## config.mk

```make
export PLATFORM = sky130hd
export DESIGN_NAME = ps2_key_sequencer
export DESIGN_NICKNAME = d
export VERILOG_FILES = /design/src/rtl/ps2_key_sequencer.sv
export SDC_FILE = /design/constraint.sdc
export NUM_CORES = 1
export LEC_CHECK = 0
export BUFFER_PORTS_ARGS = -buffer_cell sky130_fd_sc_hd__buf_2
export CAP_MARGIN = 20
export CORE_MARGIN = 8
export CORE_UTILIZATION = 23
export DETAILED_ROUTE_END_ITERATION = 16
export GPL_TIMING_DRIVEN = 0
export PLACE_DENSITY = 0.46
export SLEW_MARGIN = 20
export SYNTH_ARGS = -nofsm -noshare
export SYNTH_HDL_FRONTEND = slang
export SYNTH_SLANG_ARGS = --single-unit
```

## constraint.sdc

```tcl
create_clock -name clk -period 2.43 [get_ports clk]
set_clock_uncertainty 0.2 [all_clocks]
set_input_delay 0.486 -clock clk [delete_from_list [all_inputs] [get_ports clk]]
set_output_delay 0.486 -clock clk [all_outputs]
set_load 0.01 [all_outputs]
```

## src/rtl/ps2_key_sequencer.sv

```systemverilog
// PS/2 scan-code sequencer: drains the receiver FIFO and builds key events and modifier state.
// Optional build macro PS2_REPEAT_FILTER_EN suppresses typematic repeat makes.
module ps2_key_sequencer #(
  parameter int EVT_MOD = 100
) (
  input  logic       clk,
  input  logic       clr,
  input  logic       ready,
  input  logic [7:0] data,
  input  logic       overflow,
  output logic       nextdata_n,
  output logic       key_valid,
  output logic [7:0] key_code,
  output logic       key_make,
  output logic       key_ext,
  output logic       shift_flag,
  output logic       ctrl_flag,
  output logic       capslock_flag,
  output logic       ovf_err,
  output logic [7:0] evt_count
);

  typedef enum logic [1:0] {IDLE, POP, WAIT} state_t;

  state_t     state_q, state_d;
  logic [7:0] byte_q, byte_d;
  logic       nextdata_n_q, nextdata_n_d;
  logic       key_valid_q, key_valid_d;
  logic [7:0] key_code_q, key_code_d;
  logic       key_make_q, key_make_d;
  logic       key_ext_q, key_ext_d;
  logic       brk_pend_q, brk_pend_d;
  logic       ext_pend_q, ext_pend_d;
  logic       lshift_held_q, lshift_held_d;
  logic       rshift_held_q, rshift_held_d;
  logic       lctrl_held_q, lctrl_held_d;
  logic       rctrl_held_q, rctrl_held_d;
  logic       caps_held_q, caps_held_d;
  logic       shift_flag_q, shift_flag_d;
  logic       ctrl_flag_q, ctrl_flag_d;
  logic       capslock_q, capslock_d;
  logic       ovf_err_q, ovf_err_d;
  logic [7:0] evt_count_q, evt_count_d;
  logic       emit, is_make, is_ext;
`ifdef PS2_REPEAT_FILTER_EN
  logic [8:0] last_make_q, last_make_d;
  logic [8:0] key_full;
`endif

  always_comb begin
    state_d       = state_q;
    byte_d        = byte_q;
    nextdata_n_d  = 1'b1;
    key_valid_d   = 1'b0;
    key_code_d    = key_code_q;
    key_make_d    = key_make_q;
    key_ext_d     = key_ext_q;
    brk_pend_d    = brk_pend_q;
    ext_pend_d    = ext_pend_q;
    lshift_held_d = lshift_held_q;
    rshift_held_d = rshift_held_q;
    lctrl_held_d  = lctrl_held_q;
    rctrl_held_d  = rctrl_held_q;
    caps_held_d   = caps_held_q;
    capslock_d    = capslock_q;
    ovf_err_d     = ovf_err_q;
    evt_count_d   = evt_count_q;
    emit          = 1'b0;
    is_make       = !brk_pend_q;
    is_ext        = ext_pend_q;
`ifdef PS2_REPEAT_FILTER_EN
    last_make_d   = last_make_q;
    key_full      = {ext_pend_q, byte_q};
`endif
    case (state_q)
      IDLE: begin
        if (ready) begin
          byte_d       = data;
          state_d      = POP;
          nextdata_n_d = 1'b0;
        end
      end
      POP: begin
        state_d = WAIT;
        case (byte_q)
          8'hF0: brk_pend_d = 1'b1;
          8'hE0: ext_pend_d = 1'b1;
          8'hE1: ;
          8'h00, 8'hFF: begin
            brk_pend_d = 1'b0;
            ext_pend_d = 1'b0;
          end
          default: begin
            brk_pend_d = 1'b0;
            ext_pend_d = 1'b0;
            emit       = 1'b1;
            case (byte_q)
              8'h12: lshift_held_d = is_make;
              8'h59: rshift_held_d = is_make;
              8'h14: begin
                if (is_ext) rctrl_held_d = is_make;
                else        lctrl_held_d = is_make;
              end
              8'h58: begin
                // Only the first make of a press toggles; auto-repeat makes see caps_held set.
                if (is_make && !caps_held_q) capslock_d = !capslock_q;
                caps_held_d = is_make;
              end
              default: ;
            endcase
`ifdef PS2_REPEAT_FILTER_EN
            if (is_make && key_full == last_make_q) emit = 1'b0;
            else if (is_make)                       last_make_d = key_full;
            else if (key_full == last_make_q)       last_make_d = 9'h000;
`endif
            if (emit) begin
              key_valid_d = 1'b1;
              key_code_d  = byte_q;
              key_make_d  = is_make;
              key_ext_d   = is_ext;
              evt_count_d = (evt_count_q == 8'(EVT_MOD - 1)) ? 8'h00 : evt_count_q + 8'h01;
            end
          end
        endcase
      end
      WAIT: state_d = IDLE;
      default: state_d = IDLE;
    endcase
    // Overflow resyncs the prefix tracker after any event has already used the old prefixes.
    if (overflow) begin
      ovf_err_d  = 1'b1;
      brk_pend_d = 1'b0;
      ext_pend_d = 1'b0;
    end
    shift_flag_d = lshift_held_d | rshift_held_d;
    ctrl_flag_d  = lctrl_held_d | rctrl_held_d;
  end

  always_ff @(posedge clk) begin
    if (clr) begin
      state_q       <= IDLE;
      byte_q        <= 8'h00;
      nextdata_n_q  <= 1'b1;
      key_valid_q   <= 1'b0;
      key_code_q    <= 8'h00;
      key_make_q    <= 1'b0;
      key_ext_q     <= 1'b0;
      brk_pend_q    <= 1'b0;
      ext_pend_q    <= 1'b0;
      lshift_held_q <= 1'b0;
      rshift_held_q <= 1'b0;
      lctrl_held_q  <= 1'b0;
      rctrl_held_q  <= 1'b0;
      caps_held_q   <= 1'b0;
      shift_flag_q  <= 1'b0;
      ctrl_flag_q   <= 1'b0;
      capslock_q    <= 1'b0;
      ovf_err_q     <= 1'b0;
      evt_count_q   <= 8'h00;
`ifdef PS2_REPEAT_FILTER_EN
      last_make_q   <= 9'h000;
`endif
    end else begin
      state_q       <= state_d;
      byte_q        <= byte_d;
      nextdata_n_q  <= nextdata_n_d;
      key_valid_q   <= key_valid_d;
      key_code_q    <= key_code_d;
      key_make_q    <= key_make_d;
      key_ext_q     <= key_ext_d;
      brk_pend_q    <= brk_pend_d;
      ext_pend_q    <= ext_pend_d;
      lshift_held_q <= lshift_held_d;
      rshift_held_q <= rshift_held_d;
      lctrl_held_q  <= lctrl_held_d;
      rctrl_held_q  <= rctrl_held_d;
      caps_held_q   <= caps_held_d;
      shift_flag_q  <= shift_flag_d;
      ctrl_flag_q   <= ctrl_flag_d;
      capslock_q    <= capslock_d;
      ovf_err_q     <= ovf_err_d;
      evt_count_q   <= evt_count_d;
`ifdef PS2_REPEAT_FILTER_EN
      last_make_q   <= last_make_d;
`endif
    end
  end

  assign nextdata_n    = nextdata_n_q;
  assign key_valid     = key_valid_q;
  assign key_code      = key_code_q;
  assign key_make      = key_make_q;
  assign key_ext       = key_ext_q;
  assign shift_flag    = shift_flag_q;
  assign ctrl_flag     = ctrl_flag_q;
  assign capslock_flag = capslock_q;
  assign ovf_err       = ovf_err_q;
  assign evt_count     = evt_count_q;

endmodule

```

# Word-level counts from Yosys, hierarchy flattened
# Cells that the tools add are included.
# classes
n_addsub	1
mul	0
div	0
order_cmp	0
n_eq_ne	11
shift	0
muxes	21
n_bitwise	7
reduce_logical	18
# ops
operator	n
== test 8 bit (second input constant)	4
== test 8 x 7 -> 1 bit (second input constant)	3
== test 8 x 5 -> 1 bit (second input constant)	2
two-way mux 1 bit	16
OR reduction 2 bit	5
adder 8 x 1 -> 8 bit (second input constant)	1
logical NOT 8 bit	1
two-way mux 8 bit	1
AND reduction 2 bit	4
NOT 1 bit	5
OR reduction 5 bit	1
case mux 1 bit (2 select lines)	2
case mux 2 bit (2 select lines)	1
AND reduction 4 bit	1
logical NOT 1 bit	3
AND reduction 3 bit	1
== test 2 x 1 -> 1 bit (second input constant)	1
logical NOT 2 bit	1
two-way mux 2 bit	1
!= test 2 bit (second input constant)	1
bitwise OR 1 bit	2
logical AND 1 bit	1
# word_totals
register_bits	41
latch_bits	0
mem_bits_rw	0
rom_bits	0
input_bits	12
out_inout_bits	24
word_cells	77
mem_count	0

# Depth between registers and ports, before layout
# Gate-level depths: netlist of the first run.
# depth
ltp_word	6
ltp_mapped	7
mapped_depth_nobuf	5

# Worst setup path before layout of the first run
# No wires, ideal clock.
# synth_path
kind	register to register
start	register byte_q[2]
end	register evt_count_q[4], in the netlist evt_count[4]
setup_time_ps	121
arrival_time_ps	1645
required_time_ps	2109
slack_ps	464
path_stages_with_launch	7
n_path_buf	2
period_less_slack_ps	1966
path_cell_list	dfxtp_1 > buf_6 > or4_1 > nor3b_2 > buf_4 > nor4_1 > mux2_4
# synth_via
elab_chain_cells	4
elab_cells_between_ends	8
cone_classes	4 x eq/ne; 1 x bitwise; 3 x reduce/logical
# synth_lines
element	line	text
from (decl)	26	logic [7:0] byte_q, byte_d;
from (signal assigned)	165	byte_q <= byte_d;
== test 8 bit or logical NOT 8 bit (tied branches)	85	case (byte_q)
OR reduction 5 bit (no line) *	-	
NOT 1 bit (no line) *	-	
AND reduction 2 bit (no line) *	-	
to (signal assigned)	182	evt_count_q <= evt_count_d;
to (decl)	43	logic [7:0] evt_count_q, evt_count_d;
# Every way passes the cells marked *; elsewhere a longest branch is shown, timed or not.
# A chain may end at the register's enable or synchronous reset.

# Worst setup path after layout of the first run
# layout_path
start	register byte_q[0]
end	register key_code_q[5], in the netlist key_code[5]
# layout_via
elab_chain_cells	4
elab_cells_between_ends	8
cone_classes	4 x eq/ne; 1 x bitwise; 3 x reduce/logical
# layout_lines
element	line	text
== test 8 bit or logical NOT 8 bit (tied branches)	85	
OR reduction 5 bit (no line) *	-	
NOT 1 bit (no line) *	-	
AND reduction 2 bit (no line) *	-	
to (signal assigned)	168	key_code_q <= key_code_d;
to (decl)	29	logic [7:0] key_code_q, key_code_d;
# Marked as above.

==> reports/qor.csv, run 1 <==
stage,metric,value,unit
synthesis,Netlist Area Pre-Place,1940,um^2
worst_setup_path,r2r worst-path depth,6,
worst_setup_path,R2R Path Start,byte_q[0]$_SDFFE_PP0P_,
drt,Pre-antenna DRT Iters,4,
cts,CTS tree,built,
cts,post-cts sizing count,0,
drt,vias per cell,4.78,
cts,clk root buf,clkbuf_8,
drt,Antenna Violating Nets Remaining,0,
sta,Final Max Slew Viols,0,
placement,dpl hpwl,4060,um
sta,worst-margin pin slew,0.611,ns
synthesis,Mapped Avg Cell Area,8.96,um^2
finish,multi-input logic area,996,um^2
finish,layout cell share with drive strength beyond 1,22.7,%
worst_setup_path,Startpoint Class,flop,
drt,final wirelength,5570,um
synthesis,#FFs+latches synth,41,
drt,Post-route DRC,0,
power_and_ir_drop,worst vdd rail ir drop,0.201,mV
synthesis,"Seq/Total Area, Yosys",42.2,%
worst_setup_path,CP arrival,2.20,ns
finish,"most common cell after layout, fill and taps aside",dfxtp_1,
global_routing,gr usage total,9.79,%
synthesis,Post-Synthesis Cells,217,
finish,register area,821,um^2
sta,relative slew slack,59.3,%
placement,DP Cell Count,357,
cts,Clock Tree Buf Depth,2,
die,Rows,33,
sta,setup_tns,0,ns
cts,clock latency on the worst-skew pair,0.30,ns
cts,Worst-path clk slew,0.09,ns
drt,total number of vias,1746,
run,MaxCap Viol Count,0,
die,Die Ht,108,um
power_and_ir_drop,P_leak,0.925,nW
cts,post-CTS setup buffer count,0,
global_routing,largest net degree at the start of global routing,14,
finish,fillcell total,903,
sta,fmax,454,MHz
die,Die X,108,um
status,status,"finished, final reports clean",
worst_setup_path,Crit. End Element,flop,
min_path,hold_sp,overflow,
sta,RSZ-0062 raised after global routing,no,
finish,Area Overhead vs Synth,20.2,%
finish,most frequent cells in the layout,"dfxtp_1 (41), buf_2 (38), nor2_1 (22)",
drt,Wirelength per Cell,15.3,um
worst_setup_path,required time of the critical path,2.42,ns
global_routing,vias in the first global route,1707,
worst_setup_path,Reg2Reg Setup Slack,0.23,ns
global_routing,first-pass GRT wire length,9160,um
cts,CTS Buf Count,5,
die,core footprint,8220,um^2
drt,Initial DRC Count,110,
die,Initial Util,23.7,%
placement,GP Congestion,0.794,
worst_setup_path,R2R Path End,key_code[5]$_SDFFE_PP0P_,
sta,Final Setup Violations,0,
cts,Clock Sinks,41,
global_routing,initial antenna violation count,0,
synthesis,"Distinct cells, synth",42,
finish,Post-Layout Cell Count,365,
sta,min Tclk post-route,2.20,ns
min_path,Worst Hold Endpoint,ovf_err$_SDFFE_PP0P_,
cts,htree depth,2,
die,die area,11700,um^2
synthesis,Synth warnings,0,
sta,hold slack,0.214,ns
min_path,Hold Path Class,input pin to flop,
finish,final instance area,2340,um^2
worst_setup_path,CP max FO,10,
worst_setup_path,crit path kind,flop to flop,
cts,hold_buf cts,0,
placement,port bufs,35,
synthesis,Mapped Nets,230,
sta,Tcrit/Tclk final,90.6,%
global_routing,total grt overflow,0,
die,# IOs,36,
placement,Placed Instance Area,2250,um^2
finish,nets,272,
power_and_ir_drop,total power divided by cell area,591,nW/um^2
finish,# diodes,0,
min_path,Hold Crit Depth,3,
sta,Fin. Hold Viols,0,
worst max-delay path by stage:
| stage | startpoint | cells after the start | to |
|---|---|---|---|
| floorplan | byte_q[2]$_SDFFE_PP0P_ | 6 | evt_count[4]$_SDFFE_PP0P_ |
| global placement | clr | 7 | lctrl_held_q$_SDFF_PP0_ |
| detailed placement | clr | 7 | lctrl_held_q$_SDFF_PP0_ |
| CTS | byte_q[0]$_SDFFE_PP0P_ | 6 | evt_count[3]$_SDFFE_PP0P_ |
| global route | clr | 7 | lctrl_held_q$_SDFF_PP0_ |
| finish | byte_q[0]$_SDFFE_PP0P_ | 6 | key_code[5]$_SDFFE_PP0P_ |
through the flow:
stage / setup slack (ns) / total power (W) / util (%)
floorplan: 0.464 / 0.000875 / -
global placement: -0.0514 / 0.000943 / 27.4
detailed placement: -0.0731 / 0.000946 / 27.4
CTS: 0.230 / 0.00140 / 28.4
global route: 0.0369 / 0.00145 / 28.4
finish: 0.227 / 0.00138 / 28.4
critical path, cell delays in order (launching register included):
cell and delay [ns]:
dfxtp_1 0.40, or4_1 0.62, a21oi_2 0.21, buf_4 0.20
buf_4 0.19, nor4_1 0.08, a31o_1 0.19
logic make-up after synthesis:
| family | Yosys count | share of synthesized area [%] |
|---|---|---|
| AND/OR/NAND/NOR | 100 | 28.2 |
| flip-flops | 41 | 42.2 |
| AO/OA/AOI/OAI | 35 | 13.8 |
| buffers and inverters | 24 | 6.56 |
| multiplexers | 16 | 8.56 |
| adder cells (fa/ha/maj) | 1 | 0.643 |
layout make-up:
type                       instances  area share, %
tap                              105           5.62
multi-input combinational        152           42.6
timing repair buffer              35           7.49
clock inverter                     3          0.749
clock buffer                       5           2.94
sequential                        41           35.1
inverter                           5          0.803
buffer                            19           4.66
registers in the layout, indices dropped and copies added, names as in the netlist:
register and count:
ext_pend_q 1, lshift_held_q 1, rshift_held_q 1, byte_q 8, brk_pend_q 1, key_code 8, nextdata_n 1, key_make 1
shift_flag 1, lctrl_held_q 1, caps_held_q 1, ovf_err 1, capslock_flag 1, state_q 2, rctrl_held_q 1, key_valid 1
ctrl_flag 1, key_ext 1, evt_count 8
synthesized netlist by cell type:
| cell | number | area (um^2) |
|---|---|---|
| mux2i_1 | 14 | 140 |
| inv_1 | 5 | 18.8 |
| o211ai_1 | 4 | 30.0 |
| o21ai_0 | 3 | 15.0 |
| nor4_1 | 12 | 75.1 |
| buf_6 | 3 | 33.8 |
| nor3_1 | 1 | 5.00 |
| ha_1 | 1 | 12.5 |
| mux2_1 | 1 | 11.3 |
| nand2_1 | 17 | 63.8 |
| a21oi_1 | 5 | 25.0 |
| o311ai_1 | 1 | 8.76 |
| or4_4 | 1 | 11.3 |
| nor4b_1 | 2 | 17.5 |
| buf_4 | 3 | 22.5 |
| or3_1 | 4 | 25.0 |
| dfxtp_1 | 41 | 821 |
| o311a_1 | 1 | 10.0 |
| a2111o_1 | 1 | 11.3 |
| and3_1 | 2 | 12.5 |
| nor3b_2 | 1 | 12.5 |
| o311ai_0 | 2 | 17.5 |
| nor2b_1 | 7 | 43.8 |
| or4b_2 | 1 | 10.0 |
| or2_2 | 1 | 6.26 |
| clkbuf_1 | 8 | 30.0 |
| nor3b_1 | 1 | 7.51 |
| buf_1 | 2 | 7.51 |
| nand3_1 | 9 | 45.0 |
| o21ai_4 | 1 | 16.3 |
| nor2_1 | 22 | 82.6 |
| o21ai_1 | 3 | 15.0 |
| and2_1 | 3 | 18.8 |
| buf_2 | 3 | 15.0 |
| nand4_1 | 9 | 56.3 |
| mux2_4 | 1 | 15.0 |
| or4_1 | 6 | 45.0 |
| a21oi_2 | 1 | 8.76 |
| a31o_1 | 9 | 78.8 |
| o31ai_1 | 2 | 15.0 |
| and4b_1 | 1 | 10.0 |
| o41ai_1 | 2 | 17.5 |
power by group:
part           total [W]  internal (W)  switching (W)  leakage (nW)
Sequential      0.000727      0.000699      0.0000276         0.333
Clock           0.000455      0.000199       0.000257        0.0439
Combinational   0.000199     0.0000818       0.000118         0.548
layer usage:
metal | vias up | track usage, % | wire length, um
met4 | 0 | 2.97 | 43
met2 | 30 | 14.5 | 2490
met5 | - | 0 | 0
li1 | 894 | - | -
met1 | 817 | 13.5 | 2750
met3 | 5 | 2.68 | 285
Power figures use the tool's default switching activity.
==> run 2: changes to the inputs <==
--- a/config.mk
+++ b/config.mk
@@ -11,7 +11,7 @@
 export CORE_UTILIZATION = 23
 export DETAILED_ROUTE_END_ITERATION = 16
 export GPL_TIMING_DRIVEN = 0
-export PLACE_DENSITY = 0.46
+export PLACE_DENSITY = 0.37
 export SLEW_MARGIN = 20
 export SYNTH_ARGS = -nofsm -noshare
 export SYNTH_HDL_FRONTEND = slang
==> reports/qor.csv, run 2 (synthesis gave the netlist of run 1 again) <==
stage,metric,value,unit
drt,Post-route DRC,0,
worst_setup_path,Reg2Reg Setup Slack,0.23,ns
worst_setup_path,CP arrival,2.23,ns
die,core footprint,8220,um^2
cts,CTS tree,built,
cts,Worst-path clk slew,0.08,ns
cts,Clock Tree Buf Depth,2,
die,Die X,108,um
power_and_ir_drop,Sw Ratio,26.4,%
min_path,Hold Path Class,input pin to flop,
power_and_ir_drop,overall power,0.00152,W
die,Initial Util,23.7,%
worst_setup_path,CP cell instances,or4_4 -> o21ai_4 -> or3_1 -> buf_2 -> buf_6 -> mux2i_1,
drt,final wirelength,5670,um
drt,total number of vias,1745,
finish,layout cell share with drive strength beyond 1,22.7,%
cts,hold_buf cts,0,
cts,CTS Buf Count,5,
power_and_ir_drop,P_leak,0.942,nW
worst_setup_path,delay of the slowest critical-path stage,0.59,ns
sta,Tcrit/Tclk final,90.4,%
global_routing,largest net degree at the start of global routing,13,
worst_setup_path,slowest cell on the critical path,or4_4,
power_and_ir_drop,Pint,0.00112,W
die,Rows,33,
global_routing,gr usage total,10.2,%
worst_setup_path,"delay-heaviest family, CP",simple AND/OR/NAND/NOR gates,
sta,Fin. Hold Viols,0,
finish,Area Overhead vs Synth,21.8,%
placement,Placed Instance Area,2250,um^2
global_routing,vias in the first global route,1811,
worst_setup_path,Startpoint Class,flop,
worst_setup_path,required time of the critical path,2.46,ns
worst_setup_path,Crit. End Element,flop,
cts,Clock Sinks,41,
cts,post-cts sizing count,0,
drt,Pre-antenna DRT Iters,4,
placement,GP Congestion,0.749,
worst_setup_path,Buf/Inv on CP,2,
finish,most frequent cells in the layout,"dfxtp_1 (41), buf_2 (38), nor2_1 (22)",
die,# IOs,36,
drt,Initial DRC Count,46,
global_routing,initial antenna violation count,0,
finish,final instance area,2370,um^2
finish,"most common cell after layout, fill and taps aside",dfxtp_1,
status,status,"finished, final reports clean",
cts,clock latency on the worst-skew pair,0.30,ns
global_routing,total grt overflow,0,
finish,# diodes,0,
global_routing,first-pass GRT wire length,9390,um
placement,port bufs,35,
drt,Antenna Violating Nets Remaining,0,
power_and_ir_drop,worst vdd rail ir drop,0.210,mV
die,die area,11700,um^2
power_and_ir_drop,Net Switching,0.000400,W
placement,dpl hpwl,4190,um
cts,htree depth,2,
run,MaxCap Viol Count,0,
die,Die Ht,108,um
sta,Final Max Slew Viols,0,
sta,Final Setup Violations,0,
sta,worst-margin pin slew,0.624,ns
power_and_ir_drop,combinational group share of total power,13.3,%
drt,vias per cell,4.78,
power_and_ir_drop,total power divided by cell area,641,nW/um^2
cts,post-CTS setup buffer count,0,
power_and_ir_drop,Seq pwr share,47.9,%
drt,Wirelength per Cell,15.5,um
worst_setup_path,CP max FO,10,
sta,relative slew slack,58.4,%
cts,clk root buf,clkbuf_8,
sta,fmax,455,MHz
sta,min Tclk post-route,2.20,ns
sta,RSZ-0062 raised after global routing,no,
worst_setup_path,crit path kind,flop to flop,
finish,nets,272,
power_and_ir_drop,clock power share,38.9,%
==> run 2: cell count changes in the layout (fill, tap and decap cells not counted), sizes merged <==
| cell | delta |
|---|---|
| clkinvlp | -1 |
| bufinv | +1 |
| clkinv | -2 |
| clkbuf | +2 |
==> run 2: worst paths after layout <==
check	from	to	cells after the start
min	overflow	ovf_err$_SDFFE_PP0P_	3
max reg2reg	byte_q[1]$_SDFFE_PP0P_	evt_count[0]$_SDFFE_PP0P_	6
max	byte_q[1]$_SDFFE_PP0P_	evt_count[0]$_SDFFE_PP0P_	6
min reg2reg	key_code[0]$_SDFFE_PP0P_	key_code[0]$_SDFFE_PP0P_	2
==> run 2: area by class of cell <==
type	count	area, um^2
Clock buffer	7	86.3
Fill cell	920	5850
Sequential cell	41	821
Tap cell	105	131
Timing Repair Buffer	35	175
Inverter	5	18.8
Clock inverter	1	30.0
Multi-Input combinational cell	152	996
Buffer	19	110
==> run 2: metrics by stage <==
| step | util, % | hold WS [ns] | std cells | TNS, ns | worst slack (ns) |
|---|---|---|---|---|---|
| finish | 28.8 | 0.215 | 365 | 0 | 0.232 |
| global route | 28.8 | 0.205 | 365 | 0 | 0.103 |
| CTS | 28.8 | 0.216 | 365 | 0 | 0.209 |
| detailed placement | 27.4 | 0.256 | 357 | -0.125 | -0.0710 |
| global placement | 27.4 | 0.244 | 357 | -0.207 | -0.0978 |
| floorplan | - | 0.250 | 217 | 0 | 0.464 |
==> run 2: power by group through the flow <==
stage | clock network [W] | logic [W] | registers, W
floorplan | 0 | 0.000132 | 0.000743
global placement | 0 | 0.000205 | 0.000743
detailed placement | 0 | 0.000204 | 0.000743
CTS | 0.000607 | 0.000205 | 0.000728
global route | 0.000637 | 0.000225 | 0.000732
finish | 0.000589 | 0.000202 | 0.000726
==> run 2: worst register-to-register path, cell delays in order, from the launching register on <==
cell     delay [ns]
dfxtp_1        0.41
or4_4          0.60
o21ai_4        0.26
or3_1          0.14
buf_2          0.17
buf_6          0.17
mux2i_1        0.19
==> run 2: routing by layer <==
metal	global-route usage, %	vias up	share of wire (%)
met2	15.6	36	45
met3	2.86	5	3.8
met4	4.26	0	1.5
li1	-	882	-
met1	13.3	822	50
met5	0	-	0
